### src/rtl/avalon_seg_display_ctrl.sv
// Avalon-MM seven-segment display controller for DE1-SoC HEX digits.
// Per-digit hex/raw/blank/blink control with global PWM dimming.
module avalon_seg_display_ctrl #(
  parameter int NUM_SEGMENT = 6,
  parameter int CLK_FREQ_HZ = 50000000,
  parameter int BLINK_HZ    = 2,
  parameter int PWM_BITS    = 4,
  parameter int ACTIVE_LOW  = 1
) (
  input  logic                     clk,
  input  logic                     rst_n,
  input  logic [2:0]               avms_address_i,
  input  logic [3:0]               avms_byteenable_i,
  input  logic                     avms_write_i,
  input  logic [31:0]              avms_writedata_i,
  input  logic                     avms_read_i,
  output logic [31:0]              avms_readdata_o,
  output logic                     avms_readdatavalid_o,
  output logic [NUM_SEGMENT*7-1:0] segment_symbol_o
);

  localparam int PRESC_MAX = CLK_FREQ_HZ / (2 * BLINK_HZ);
  localparam int PW = (PRESC_MAX > 1) ? $clog2(PRESC_MAX) : 1;
  localparam logic [PW-1:0] PRESC_LAST = PW'(PRESC_MAX - 1);
  localparam logic [7:0] DIG_MASK =
    8'((9'd1 << NUM_SEGMENT) - 9'd1);
  localparam logic [31:0] NIB_MASK =
    32'((64'd1 << (4 * NUM_SEGMENT)) - 64'd1);
  localparam logic [6:0] SEG_OFF =
    (ACTIVE_LOW != 0) ? 7'h7F : 7'h00;
  localparam logic [PWM_BITS-1:0] BRIGHT_MAX = '1;

  // Control state is kept 8 digits wide; lanes above
  // NUM_SEGMENT are never written and stay at zero.
  logic [31:0]         digits_q, digits_d;
  logic [7:0]          raw_en_q, raw_en_d;
  logic [7:0]          blank_q, blank_d;
  logic [7:0]          blink_q, blink_d;
  logic [PWM_BITS-1:0] bright_q, bright_d;
  logic [7:0][6:0]     raw_q, raw_d;

  logic [PW-1:0]       presc_q, presc_d;
  logic                phase_q, phase_d;
  logic [PWM_BITS-1:0] pwm_q, pwm_d;

  logic [31:0]         rdata_q, rdata_d;
  logic                rvalid_q, rvalid_d;
  logic [NUM_SEGMENT*7-1:0] seg_q, seg_d;

  logic [31:0]         rd_view;
  logic [31:0]         wr_merged;
  logic                pwm_lit;
  logic [7:0]          dig_off;

  function automatic logic [6:0] hex_seg(
    input logic [3:0] h
  );
    logic [6:0] p;
    case (h)
      4'h0: p = 7'h3F;
      4'h1: p = 7'h06;
      4'h2: p = 7'h5B;
      4'h3: p = 7'h4F;
      4'h4: p = 7'h66;
      4'h5: p = 7'h6D;
      4'h6: p = 7'h7D;
      4'h7: p = 7'h07;
      4'h8: p = 7'h7F;
      4'h9: p = 7'h6F;
      4'hA: p = 7'h77;
      4'hB: p = 7'h7C;
      4'hC: p = 7'h39;
      4'hD: p = 7'h5E;
      4'hE: p = 7'h79;
      default: p = 7'h71;
    endcase
    return (ACTIVE_LOW != 0) ? ~p : p;
  endfunction

  always_comb begin
    rd_view = '0;
    unique case (avms_address_i)
      3'd0: rd_view = digits_q;
      3'd1: rd_view = {24'd0, raw_en_q};
      3'd2: rd_view = {24'd0, blank_q};
      3'd3: rd_view = {24'd0, blink_q};
      3'd4: rd_view = 32'(bright_q);
      3'd5: rd_view = {1'b0, raw_q[3], 1'b0, raw_q[2],
                       1'b0, raw_q[1], 1'b0, raw_q[0]};
      3'd6: rd_view = {1'b0, raw_q[7], 1'b0, raw_q[6],
                       1'b0, raw_q[5], 1'b0, raw_q[4]};
      3'd7: rd_view = {16'd0, 8'(NUM_SEGMENT),
                       7'd0, phase_q};
    endcase
  end

  // Disabled byte lanes keep the current register contents.
  always_comb begin
    wr_merged = '0;
    for (int b = 0; b < 4; b++) begin
      wr_merged[8*b +: 8] = avms_byteenable_i[b]
        ? avms_writedata_i[8*b +: 8]
        : rd_view[8*b +: 8];
    end
  end

  always_comb begin
    digits_d = digits_q;
    raw_en_d = raw_en_q;
    blank_d  = blank_q;
    blink_d  = blink_q;
    bright_d = bright_q;
    raw_d    = raw_q;
    if (avms_write_i) begin
      unique case (avms_address_i)
        3'd0: digits_d = wr_merged & NIB_MASK;
        3'd1: raw_en_d = wr_merged[7:0] & DIG_MASK;
        3'd2: blank_d  = wr_merged[7:0] & DIG_MASK;
        3'd3: blink_d  = wr_merged[7:0] & DIG_MASK;
        3'd4: bright_d = wr_merged[PWM_BITS-1:0];
        3'd5: begin
          for (int i = 0; i < 4; i++) begin
            raw_d[i] = DIG_MASK[i]
              ? wr_merged[8*i +: 7] : 7'd0;
          end
        end
        3'd6: begin
          for (int i = 0; i < 4; i++) begin
            raw_d[i+4] = DIG_MASK[i+4]
              ? wr_merged[8*i +: 7] : 7'd0;
          end
        end
        default: ;
      endcase
    end
  end

  always_comb begin
    presc_d = presc_q + PW'(1);
    phase_d = phase_q;
    if (presc_q == PRESC_LAST) begin
      presc_d = '0;
      phase_d = ~phase_q;
    end
    pwm_d = pwm_q + PWM_BITS'(1);
  end

  always_comb begin
    rvalid_d = avms_read_i;
    rdata_d  = avms_read_i ? rd_view : rdata_q;
  end

  always_comb begin
    pwm_lit = (bright_q == BRIGHT_MAX) || (pwm_q < bright_q);
    dig_off = blank_q | (blink_q & {8{phase_q}})
            | {8{~pwm_lit}};
    seg_d = '0;
    for (int i = 0; i < NUM_SEGMENT; i++) begin
      unique case (1'b1)
        dig_off[i]:
          seg_d[7*i +: 7] = SEG_OFF;
        (!dig_off[i] && raw_en_q[i]):
          seg_d[7*i +: 7] = raw_q[i];
        default:
          seg_d[7*i +: 7] = hex_seg(digits_q[4*i +: 4]);
      endcase
    end
  end

  always_ff @(posedge clk or negedge rst_n) begin
    if (!rst_n) begin
      digits_q <= '0;
      raw_en_q <= '0;
      blank_q  <= '0;
      blink_q  <= '0;
      bright_q <= BRIGHT_MAX;
      raw_q    <= '0;
      presc_q  <= '0;
      phase_q  <= 1'b0;
      pwm_q    <= '0;
      rdata_q  <= '0;
      rvalid_q <= 1'b0;
      seg_q    <= {NUM_SEGMENT{SEG_OFF}};
    end else begin
      digits_q <= digits_d;
      raw_en_q <= raw_en_d;
      blank_q  <= blank_d;
      blink_q  <= blink_d;
      bright_q <= bright_d;
      raw_q    <= raw_d;
      presc_q  <= presc_d;
      phase_q  <= phase_d;
      pwm_q    <= pwm_d;
      rdata_q  <= rdata_d;
      rvalid_q <= rvalid_d;
      seg_q    <= seg_d;
    end
  end

  assign avms_readdata_o      = rdata_q;
  assign avms_readdatavalid_o = rvalid_q;
  assign segment_symbol_o     = seg_q;

endmodule

### config.mk
export PLATFORM = sky130hd
export DESIGN_NAME = avalon_seg_display_ctrl
export DESIGN_NICKNAME = d
export VERILOG_FILES = /design/src/rtl/avalon_seg_display_ctrl.sv
export SDC_FILE = /design/constraint.sdc
export NUM_CORES = 1
export LEC_CHECK = 0
export ABC_AREA = 1
export BUFFER_PORTS_ARGS = -buffer_cell sky130_fd_sc_hd__clkbuf_2
export CAP_MARGIN = 15
export CELL_PAD_IN_SITES_DETAIL_PLACEMENT = 1
export CELL_PAD_IN_SITES_GLOBAL_PLACEMENT = 1
export CORE_MARGIN = 5
export CORE_UTILIZATION = 30
export DETAILED_ROUTE_END_ITERATION = 6
export PLACE_DENSITY_LB_ADDON = 0.1
export SYNTH_ARGS = -nofsm -noshare
export SYNTH_HDL_FRONTEND = slang
export SYNTH_SLANG_ARGS = --single-unit
### constraint.sdc
create_clock -name clk -period 4.68 [get_ports clk]
set_input_delay 0.936 -clock clk [delete_from_list [all_inputs] [get_ports clk]]
set_output_delay 0.936 -clock clk [all_outputs]
set_load 0.02 [all_outputs]
==> results of run 1 <==
## through the flow
stage / cells / total power [mW] / hold slack (ns) / utilization, % / setup WS (ns)
final: 1916 / 5.617 / 0.4798 / 35.06 / 2.097
after global routing: 1916 / 5.987 / 0.5140 / 35.06 / 1.987
after CTS: 1916 / 5.713 / 0.4885 / 35.06 / 2.155
after detailed placement: 1884 / 4.124 / 0.4711 / 33.30 / 1.672
after global placement: 1883 / 4.101 / 0.4651 / 33.22 / 1.665
after floorplan: 1356 / 3.433 / 0.4369 / - / 2.700
## layout make-up
type / instances / area (um2)
Multi-Input combinational cell: 989 / 4861
Tap cell: 455 / 569.3
Timing Repair Buffer: 131 / 737.0
Clock inverter: 14 / 163.9
Fill cell: 4259 / 22320
Clock buffer: 18 / 439.2
Inverter: 118 / 442.9
Sequential cell: 191 / 4837
## metal layers
metal | vias to the layer above | share of wire [%]
met1 | 4686 | 49
met2 | 156 | 46
li1 | 4667 | -
met5 | - | 0
met3 | 33 | 3.5
met4 | 0 | 1.7
## layout by cell type, fill, tap and decap left out, types with 2 or more instances in the layout
master / count
clkbuf_16: 17
or2_2: 15
nand4_2: 2
clkbuf_8: 2
nand3_2: 3
inv_6: 3
o31ai_1: 4
nor4_2: 2
a31oi_1: 5
clkinv_2: 5
a21oi_1: 68
nand4_1: 73
dfrtp_1: 145
clkinv_1: 3
xor2_1: 8
nor3_1: 11
bufinv_16: 3
nor2_2: 2
buf_4: 14
xnor2_1: 4
inv_2: 9
dfstp_2: 46
inv_1: 106
clkbuf_2: 114
nor2_1: 101
nand2_1: 405
nand3_1: 121
o22ai_1: 4
o21ai_0: 66
ha_1: 35
o21ai_1: 43
nor2_4: 2
nor4_1: 2
o211ai_1: 2
a41oi_1: 4
clkinvlp_4: 3
## path summary, 6_finish.rpt
check / from / endpoint / slack [ns] / cells past startpoint
max: avms_address_i[1] / blink_q[2] / 2.10 / 6
min: avms_readdata_o[16] / avms_readdata_o[16] / 0.48 / 2
max reg2reg: bright_q[3] / segment_symbol_o[18] / 2.41 / 9
min reg2reg: avms_readdata_o[16] / avms_readdata_o[16] / 0.48 / 2
max in group asynchronous: rst_n / segment_symbol_o[4] / 3.28 / 2
min in group asynchronous: rst_n / avms_readdata_o[18] / 0.55 / 1
## state kept, by name, indices dropped and copies added, names as in the netlist
| name | flops |
|---|---|
| segment_symbol_o | 42 |
| blink_q | 6 |
| phase_q | 1 |
| avms_readdatavalid_o | 1 |
| blank_q | 6 |
| raw_q | 42 |
| bright_q | 4 |
| pwm_q | 4 |
| digits_q | 24 |
| presc_q | 24 |
| raw_en_q | 6 |
| avms_readdata_o | 31 |
## worst reg2reg max path, delay by kind of cell, from the launching register on
| kind | cells | cell delay [ns] |
|---|---|---|
| AO/OA/AOI/OAI | 2 | 0.42 |
| AND/OR/NAND/NOR | 4 | 0.51 |
| buffers and inverters | 2 | 0.38 |
| adder cells (fa/ha/maj) | 1 | 0.31 |
| flip-flops | 1 | 0.56 |
## logic make-up after synthesis
group                    Yosys count  synth area share (%)
adder cells (fa/ha/maj)           35                 4.217
flip-flops                       191                 46.58
AO/OA/AOI/OAI                    200                 10.13
other                              1               0.03611
XOR/XNOR                          12                 1.012
buffers and inverters            176                 6.603
AND/OR/NAND/NOR                  741                 31.41
## report_power, final
group | leakage [nW] | switching (mW) | internal [mW]
clock network | 0.293 | 0.692 | 0.856
registers | 2.37 | 0.297 | 2.12
logic | 3.20 | 1.15 | 0.497
total | 5.86 | 2.14 | 3.48
==> results.sh, run 1 <==
export IMPL_slew_viol_final=0
export IMPL_synth_ff_type="dfrtp_1"
export IMPL_drc=0
export IMPL_first_global_vias=9799
export IMPL_synth_distinct_cells=39
export IMPL_syn_cell_area_mm2=0.01038
export IMPL_synth_nets=1434
export IMPL_area_growth_pct=16.05
export IMPL_met2_usage_pct=30.13
export IMPL_ys_top_cells_by_area="dfrtp_1 35%, nand2_1 15%, dfstp_2 12%"
export IMPL_finalHoldViolations=0
export IMPL_endpoint_kind="flop"
export IMPL_rsz0062_at_grt="no"
export IMPL_start_kind="input port"
export IMPL_synth_edff_count=0
export IMPL_worstPathArrival_ns=2.92
export IMPL_powerDensity_mw_per_mm2=466.2
export IMPL_synth_top_area_share_pct=34.94
export IMPL_cts_max_path_buffers=2
export IMPL_fp_row_count=68
export IMPL_fmax_mhz=387.2
export IMPL_clkTransAtPathRegs_ns=0.07
export IMPL_path_buf_inv=3
export IMPL_place_area_mm2=0.01145
export IMPL_leakage_nw=5.861
export IMPL_port_buffers=115
export IMPL_fin_skew_ns=0.01858
export IMPL_min_path_type="flop to flop"
export IMPL_setup_viol=0
export IMPL_die_w_um=196.0
export IMPL_yosysSeqAreaShare_pct=46.58
export IMPL_syn_avg_cell_area_um2=7.658
export IMPL_cts_buffers=17
export IMPL_clock_sinks=191
export IMPL_antenna_found_initial=0
export IMPL_synthArstFlopShare_pct=100.0
export IMPL_nets=1526
export IMPL_grtUsageTotal_pct=18.96
export IMPL_dieArea_mm2=0.03843
export IMPL_synth_most_common_cell="nand2_1"
export IMPL_grt_overflow=0
export IMPL_grt_busiest_layer="met2"
export IMPL_vias=9542
export IMPL_period_share_pct=55.18
export IMPL_tightest_slew_ns=0.9882
export IMPL_yosys_warnings=0
export IMPL_grt_pass1_wl_um=57240
export IMPL_finalCriticalPeriod_ns=2.583
export IMPL_core_area_mm2=0.03437
export IMPL_die_h_um=196.0
export IMPL_ctsResizeCount=0
export IMPL_htreeDepth=4
export IMPL_vdd_drop_max_uv=282.8
export IMPL_met3_usage_pct=3.022
export IMPL_drt_total_wl_um=35870
export IMPL_critPathTopFamily="simple AND/OR/NAND/NOR gates"
export IMPL_dp_hpwl_um=26640
export IMPL_crit_type="input port to flop"
export IMPL_io_pins=118
export IMPL_first_pass_iters=4
export IMPL_yosysTopAreaCell="dfrtp_1"
export IMPL_viasPerCell=4.980
export IMPL_crit_required_ns=5.02
export IMPL_slew_headroom_pct=33.57
export IMPL_gp_congestion=0.8224
export IMPL_wl_per_cell_um=18.72
export IMPL_diodes=0
export IMPL_cts_tree="yes"
export IMPL_hold_buffers=0
export IMPL_antenna_left=0
export IMPL_max_stage_delay_ns=0.89
export IMPL_ys_top_cells_by_count="405 x nand2_1, 145 x dfrtp_1, 121 x nand3_1"
export IMPL_ys_ff_latch=191
export IMPL_drt_iter0_drc=527
export IMPL_critPathMaxFanout=22
export IMPL_status="completed"
export IMPL_syn_inst=1356
export IMPL_finalSetupTns_ns=0
export IMPL_grt_max_degree=88
export IMPL_grt_util_met1_pct=26.98
export IMPL_drive_above_1_share_pct=16.84
export IMPL_start_util_pct=30.21
export IMPL_clk_latency_ns=0.46
export IMPL_max_cap_viol_count=0
export IMPL_cts_setup_buffers=0
export IMPL_finalInstanceArea_mm2=0.01205
export IMPL_root_buffer="clkbuf_16"
export IMPL_path_cells="clkbuf_2, inv_2, nor4_2, inv_2, nand2_1, nand2_1"
export IMPL_critPathSlowestCell="nor4_2"
(Power assumes the default switching activity.)
==> inputs of run 2 (changes only) <==
- clock period: 4.68 -> 2.3 ns (I/O delays scaled with it)
==> run 2 against run 1 <==
Compared with the run above:
- die area unchanged
- utilization up 0.56 points
- register-to-register slack worse by 2.2 ns
- setup slack worse by 1.9 ns
- clock power up 86%
- wire length down 0.71%
- sequential share of layout area down 0.63 points
- global-route usage down 0.31 points
- via count up 0.18%
- cell count up 1.4%
- combinational power up 100%
- hold slack worse by 0.25 ns
==> results.sh, run 2 (same netlist as run 1, synthesis figures left out) <==
export IMPL_finalHoldViolations=0
export IMPL_power_total_mw=11.25
export IMPL_finalSetupTns_ns=0
export IMPL_setup_viol=0
export IMPL_multi_input_area_mm2=0.004861
export IMPL_htreeDepth=4
export IMPL_clkTransAtPathRegs_ns=0.08
export IMPL_min_path_type="input port to flop"
export IMPL_grtUsageTotal_pct=18.65
export IMPL_clock_sinks=191
export IMPL_finalCriticalPeriod_ns=2.059
export IMPL_powerDensity_mw_per_mm2=918.5
export IMPL_fin_skew_ns=0.01869
export IMPL_viasPerCell=4.920
export IMPL_fillers=4239
export IMPL_endpoint_kind="flop"
export IMPL_fp_row_count=68
export IMPL_drc=0
export IMPL_grt_max_degree=63
export IMPL_drive_above_1_share_pct=18.21
export IMPL_grt_pass1_wl_um=56710
export IMPL_io_pins=118
export IMPL_area_growth_pct=17.91
export IMPL_period_share_pct=89.52
export IMPL_setup_slack_ns=0.2410
export IMPL_cts_max_path_buffers=2
export IMPL_area_sequential_mm2=0.004837
export IMPL_tightest_slew_ns=0.7671
export IMPL_die_w_um=196.0
export IMPL_nets=1553
export IMPL_worstPathArrival_ns=2.43
export IMPL_wl_per_cell_um=18.33
export IMPL_clk_latency_ns=0.46
export IMPL_antenna_left=0
export IMPL_fmax_mhz=485.7
export IMPL_slew_headroom_pct=48.79
export IMPL_critPathMaxFanout=16
export IMPL_final_common_cell="nand2_1"
export IMPL_port_buffers=115
export IMPL_die_h_um=196.0
export IMPL_status="completed"
export IMPL_gp_congestion=0.8327
export IMPL_start_util_pct=30.21
export IMPL_place_area_mm2=0.01169
export IMPL_rsz0062_at_grt="no"
export IMPL_root_buffer="clkbuf_16"
export IMPL_drt_iter0_drc=412
export IMPL_slew_viol_final=0
export IMPL_start_kind="flop"
export IMPL_cts_setup_buffers=0
export IMPL_worst_hold_slack_ns=0.2254
export IMPL_vdd_drop_max_uv=611.8
export IMPL_drt_total_wl_um=35620
export IMPL_leakage_nw=5.983
export IMPL_grt_overflow=0
export IMPL_first_global_vias=9948
export IMPL_max_cap_viol_count=0
export IMPL_vias=9559
export IMPL_diodes=0
export IMPL_cts_buffers=17
export IMPL_antenna_found_initial=0
export IMPL_crit_type="flop to flop"
export IMPL_mostFrequentLayoutCells="405 x nand2_1, 145 x dfrtp_1, 121 x nand3_1, 114 x clkbuf_2, 106 x inv_1"
export IMPL_core_area_mm2=0.03437
export IMPL_crit_required_ns=2.67
export IMPL_cts_tree="yes"
export IMPL_dp_slack_ns=0.2235
export IMPL_first_pass_iters=5
export IMPL_dieArea_mm2=0.03843
export IMPL_dp_hpwl_um=26930
export IMPL_finalInstanceArea_mm2=0.01224
run 2: cell count changes in the layout (fill, tap and decap cells not counted), sizes merged:
cell / delta
buf: +26
bufinv: -2
dlygate4sd3: +1
clkinvlp: -1
clkinv: +4
inv: -1
run 2: area by class of cell:
type,instances,area share [%]
clock buffer,18,3.505
clock inverter,14,0.9709
inverter,118,3.618
multi-input combinational,989,39.70
sequential,191,39.51
tap,455,4.650
timing repair buffer,158,8.043
run 2: layer usage:
layer  vias up  global-route usage [%]  part of all wire [%]
li1       4726                       -                     -
met1      4616                   26.87                    50
met2       174                   29.59                    45
met3        43                   2.421                   3.4
met4         0                   5.069                   1.9
met5         -                       0                     0
run 2: timing repair:
action | in CTS | in global routing
hold buffers | 1 | 0
gates resized for setup | 0 | 0
endpoints found under the hold margin | 21 | 0
run 2: path summary, 6_finish.rpt:
| kind | from | end | slack (ns) | depth (start not counted) |
|---|---|---|---|---|
| setup / recovery | bright_q[3] | segment_symbol_o[2] | 0.24 | 9 |
| hold / removal | avms_writedata_i[15] | digits_q[15] | 0.23 | 3 |
| setup reg to reg | bright_q[3] | segment_symbol_o[2] | 0.24 | 9 |
| hold reg to reg | pwm_q[0] | pwm_q[0] | 0.48 | 1 |
| max in group asynchronous | rst_n | bright_q[0] | 1.10 | 3 |
| min in group asynchronous | rst_n | presc_q[11] | 0.50 | 2 |
run 2: through the flow:
step                util, %  instances
floorplan                 -       1356
global placement      33.99       1910
detailed placement    33.99       1910
CTS                   35.62       1943
global route          35.62       1943
finish                35.62       1943
run 2: worst max-delay path, cell delays in order, from the launching register on:
cell and delay [ns]:
dfstp_2 0.57, inv_1 0.05, ha_1 0.30, a21oi_1 0.14
nand2_1 0.06, nand2_1 0.12, buf_4 0.24, nand2_1 0.18
a21oi_1 0.22, nand2_1 0.08
run 2: power by group:
part,internal [mW],switching (mW),total (mW)
Combinational,1.08,2.30,3.38
Sequential,4.33,0.640,4.97
Clock,1.49,1.40,2.89
Total,6.90,4.34,11.2
==> inputs of run 3 (changes only) <==
- ABC_CLOCK_PERIOD_IN_PS: unset -> 2300
- SETUP_SLACK_MARGIN: unset -> 0.4
==> run 3 against run 2 <==
Compared with the run above:
- maximum frequency grew 16%
- non-clock buffer count grew 12
- final area is 2.6% higher
- flip-flop and latch count stayed put
- total power is 3.3% higher
- largest cell class unchanged
==> results.sh, run 3 (same netlist as run 1, synthesis figures left out) <==
export IMPL_critPathMaxFanout=5
export IMPL_drive_above_1_share_pct=21.00
export IMPL_rr_endpoint="segment_symbol_o[16]"
export IMPL_holdCritStartpoint="avms_writedata_i[15]"
export IMPL_nets=1565
export IMPL_clkTransAtPathRegs_ns=0.08
export IMPL_finalCriticalPeriod_ns=1.781
export IMPL_drt_iter0_drc=464
export IMPL_critPathTopFamily="flip-flops"
export IMPL_powerDensity_mw_per_mm2=925.5
export IMPL_max_cap_viol_count=0
export IMPL_cts_tree="yes"
export IMPL_tightest_slew_ns=0.7699
export IMPL_gp_congestion=0.8327
export IMPL_fillers=4218
export IMPL_dp_hpwl_um=26930
export IMPL_fin_cells=1955
export IMPL_mostFrequentLayoutCells="396 x nand2_1, 145 x dfrtp_1, 121 x nand3_1, 114 x clkbuf_2, 103 x inv_1"
export IMPL_vias=9599
export IMPL_clk_latency_ns=0.46
export IMPL_crit_required_ns=2.67
export IMPL_min_path_type="input port to flop"
export IMPL_setup_viol=0
export IMPL_path_buf_inv=4
export IMPL_min_to="digits_q[15]"
export IMPL_start_kind="flop"
export IMPL_grt_max_degree=63
export IMPL_finalHoldViolations=0
export IMPL_r2r_cells=11
export IMPL_hold_depth=3
export IMPL_worstPathArrival_ns=2.15
export IMPL_crit_top_cell="nand2_1"
export IMPL_vdd_drop_max_uv=630.8
export IMPL_core_area_mm2=0.03437
export IMPL_dp_cells=1910
export IMPL_cts_buffers=17
export IMPL_fmax_mhz=561.4
export IMPL_fin_skew_ns=0.01752
export IMPL_cts_max_path_buffers=2
export IMPL_period_share_pct=77.45
export IMPL_slew_headroom_pct=48.60
export IMPL_fp_row_count=68
export IMPL_grtUsageTotal_pct=18.93
export IMPL_endpoint_kind="flop"
export IMPL_dieArea_mm2=0.03843
export IMPL_rsz0062_at_grt="no"
export IMPL_wl_per_cell_um=18.58
export IMPL_clock_sinks=191
export IMPL_htreeDepth=4
export IMPL_path_cells="inv_2, ha_4, nand2_1, inv_1, nand2_1, nand2_2, nand2_8, buf_12, buf_6, nand4_1, nand2_1"
export IMPL_viasPerCell=4.910
export IMPL_status="completed"
export IMPL_area_growth_pct=20.92
export IMPL_drc=0
export IMPL_grt_overflow=0
export IMPL_grt_pass1_wl_um=57440
export IMPL_finalSetupTns_ns=0
export IMPL_r2r_slack_ns=0.52
export IMPL_leakage_nw=6.085
export IMPL_first_global_vias=10040
export IMPL_io_pins=118
export IMPL_antenna_left=0
export IMPL_final_common_cell="nand2_1"
export IMPL_critPathSlowestCell="dfstp_2"
export IMPL_port_buffers=115
export IMPL_die_h_um=196.0
export IMPL_die_w_um=196.0
export IMPL_first_pass_iters=5
export IMPL_reg2reg_from="bright_q[3]"
export IMPL_crit_type="flop to flop"
export IMPL_diodes=0
export IMPL_antenna_found_initial=0
export IMPL_start_util_pct=30.21
export IMPL_root_buffer="clkbuf_16"
export IMPL_max_stage_delay_ns=0.56
export IMPL_slew_viol_final=0
export IMPL_drt_total_wl_um=36320
==> run 3: changes by cell type in the layout (fill, tap and decap cells not counted), sizes merged <==
| cell | previous run | this run |
|---|---|---|
| buf | 42 | 53 |
| bufbuf | 0 | 1 |
==> run 3: what timing repair did <==
action / 4_1_cts / 5_1_grt
resized for setup: 27 / 18
setup buffers: 9 / 1
cloned: 2 / 0
setup endpoints to repair: 42 / 41
hold buffers: 1 / 0
endpoints found under the hold margin: 21 / 0
pin swaps: 4 / 6
==> run 3: report_power, final <==
| group | switching [mW] | total [mW] | internal [mW] |
|---|---|---|---|
| sequential | 0.661 | 4.99 | 4.33 |
| clock | 1.41 | 2.90 | 1.49 |
| combinational | 2.43 | 3.73 | 1.29 |
| total | 4.51 | 11.6 | 7.11 |
==> run 3: layer usage <==
metal	up-vias	share of wire, %	GRT usage (%)
met2	157	45	30.09
met3	43	2.8	2.421
met4	0	2.1	5.379
met5	-	0	0
li1	4752	-	-
met1	4647	50	27.16
==> run 3: cell type report <==
class	instances	area, um2	share of cell area [%]
flip-flops and latches	191	4837	38.53
well taps	455	569.3	4.534
repair buffers	170	1136	9.048
clock inverters	14	118.9	0.9467
clock buffers	18	429.2	3.418
multi-input cells	989	5022	40.00
inverters	118	442.9	3.528
==> run 3: worst min-delay path: stages <==
cell	delay [ns]
clkbuf_2	0.07
o21ai_0	0.06
o21ai_0	0.06
==> run 3: how the worst max path moves through the flow <==
stage,from,endpoint,slack [ns],cells past startpoint
floorplan,bright_q[3],segment_symbol_o[0],0.49,9
global placement,bright_q[3],segment_symbol_o[28],0.25,11
detailed placement,bright_q[3],segment_symbol_o[28],0.22,9
CTS,bright_q[3],segment_symbol_o[21],0.41,11
global route,bright_q[3],segment_symbol_o[16],0.42,11
finish,bright_q[3],segment_symbol_o[16],0.52,11
==> run 3: per-stage QoR <==
step	cell area [um2]	total power, mW	worst slack, ns	hold WS, ns	util [%]
floorplan	10380	6.986	0.4905	0.1644	-
global placement	11690	8.432	0.2531	0.3991	33.99
detailed placement	11690	8.470	0.2235	0.4008	33.99
CTS	12470	11.74	0.4125	0.2040	36.27
global route	12560	12.35	0.4203	0.2361	36.53
finish	12560	11.62	0.5186	0.2217	36.53
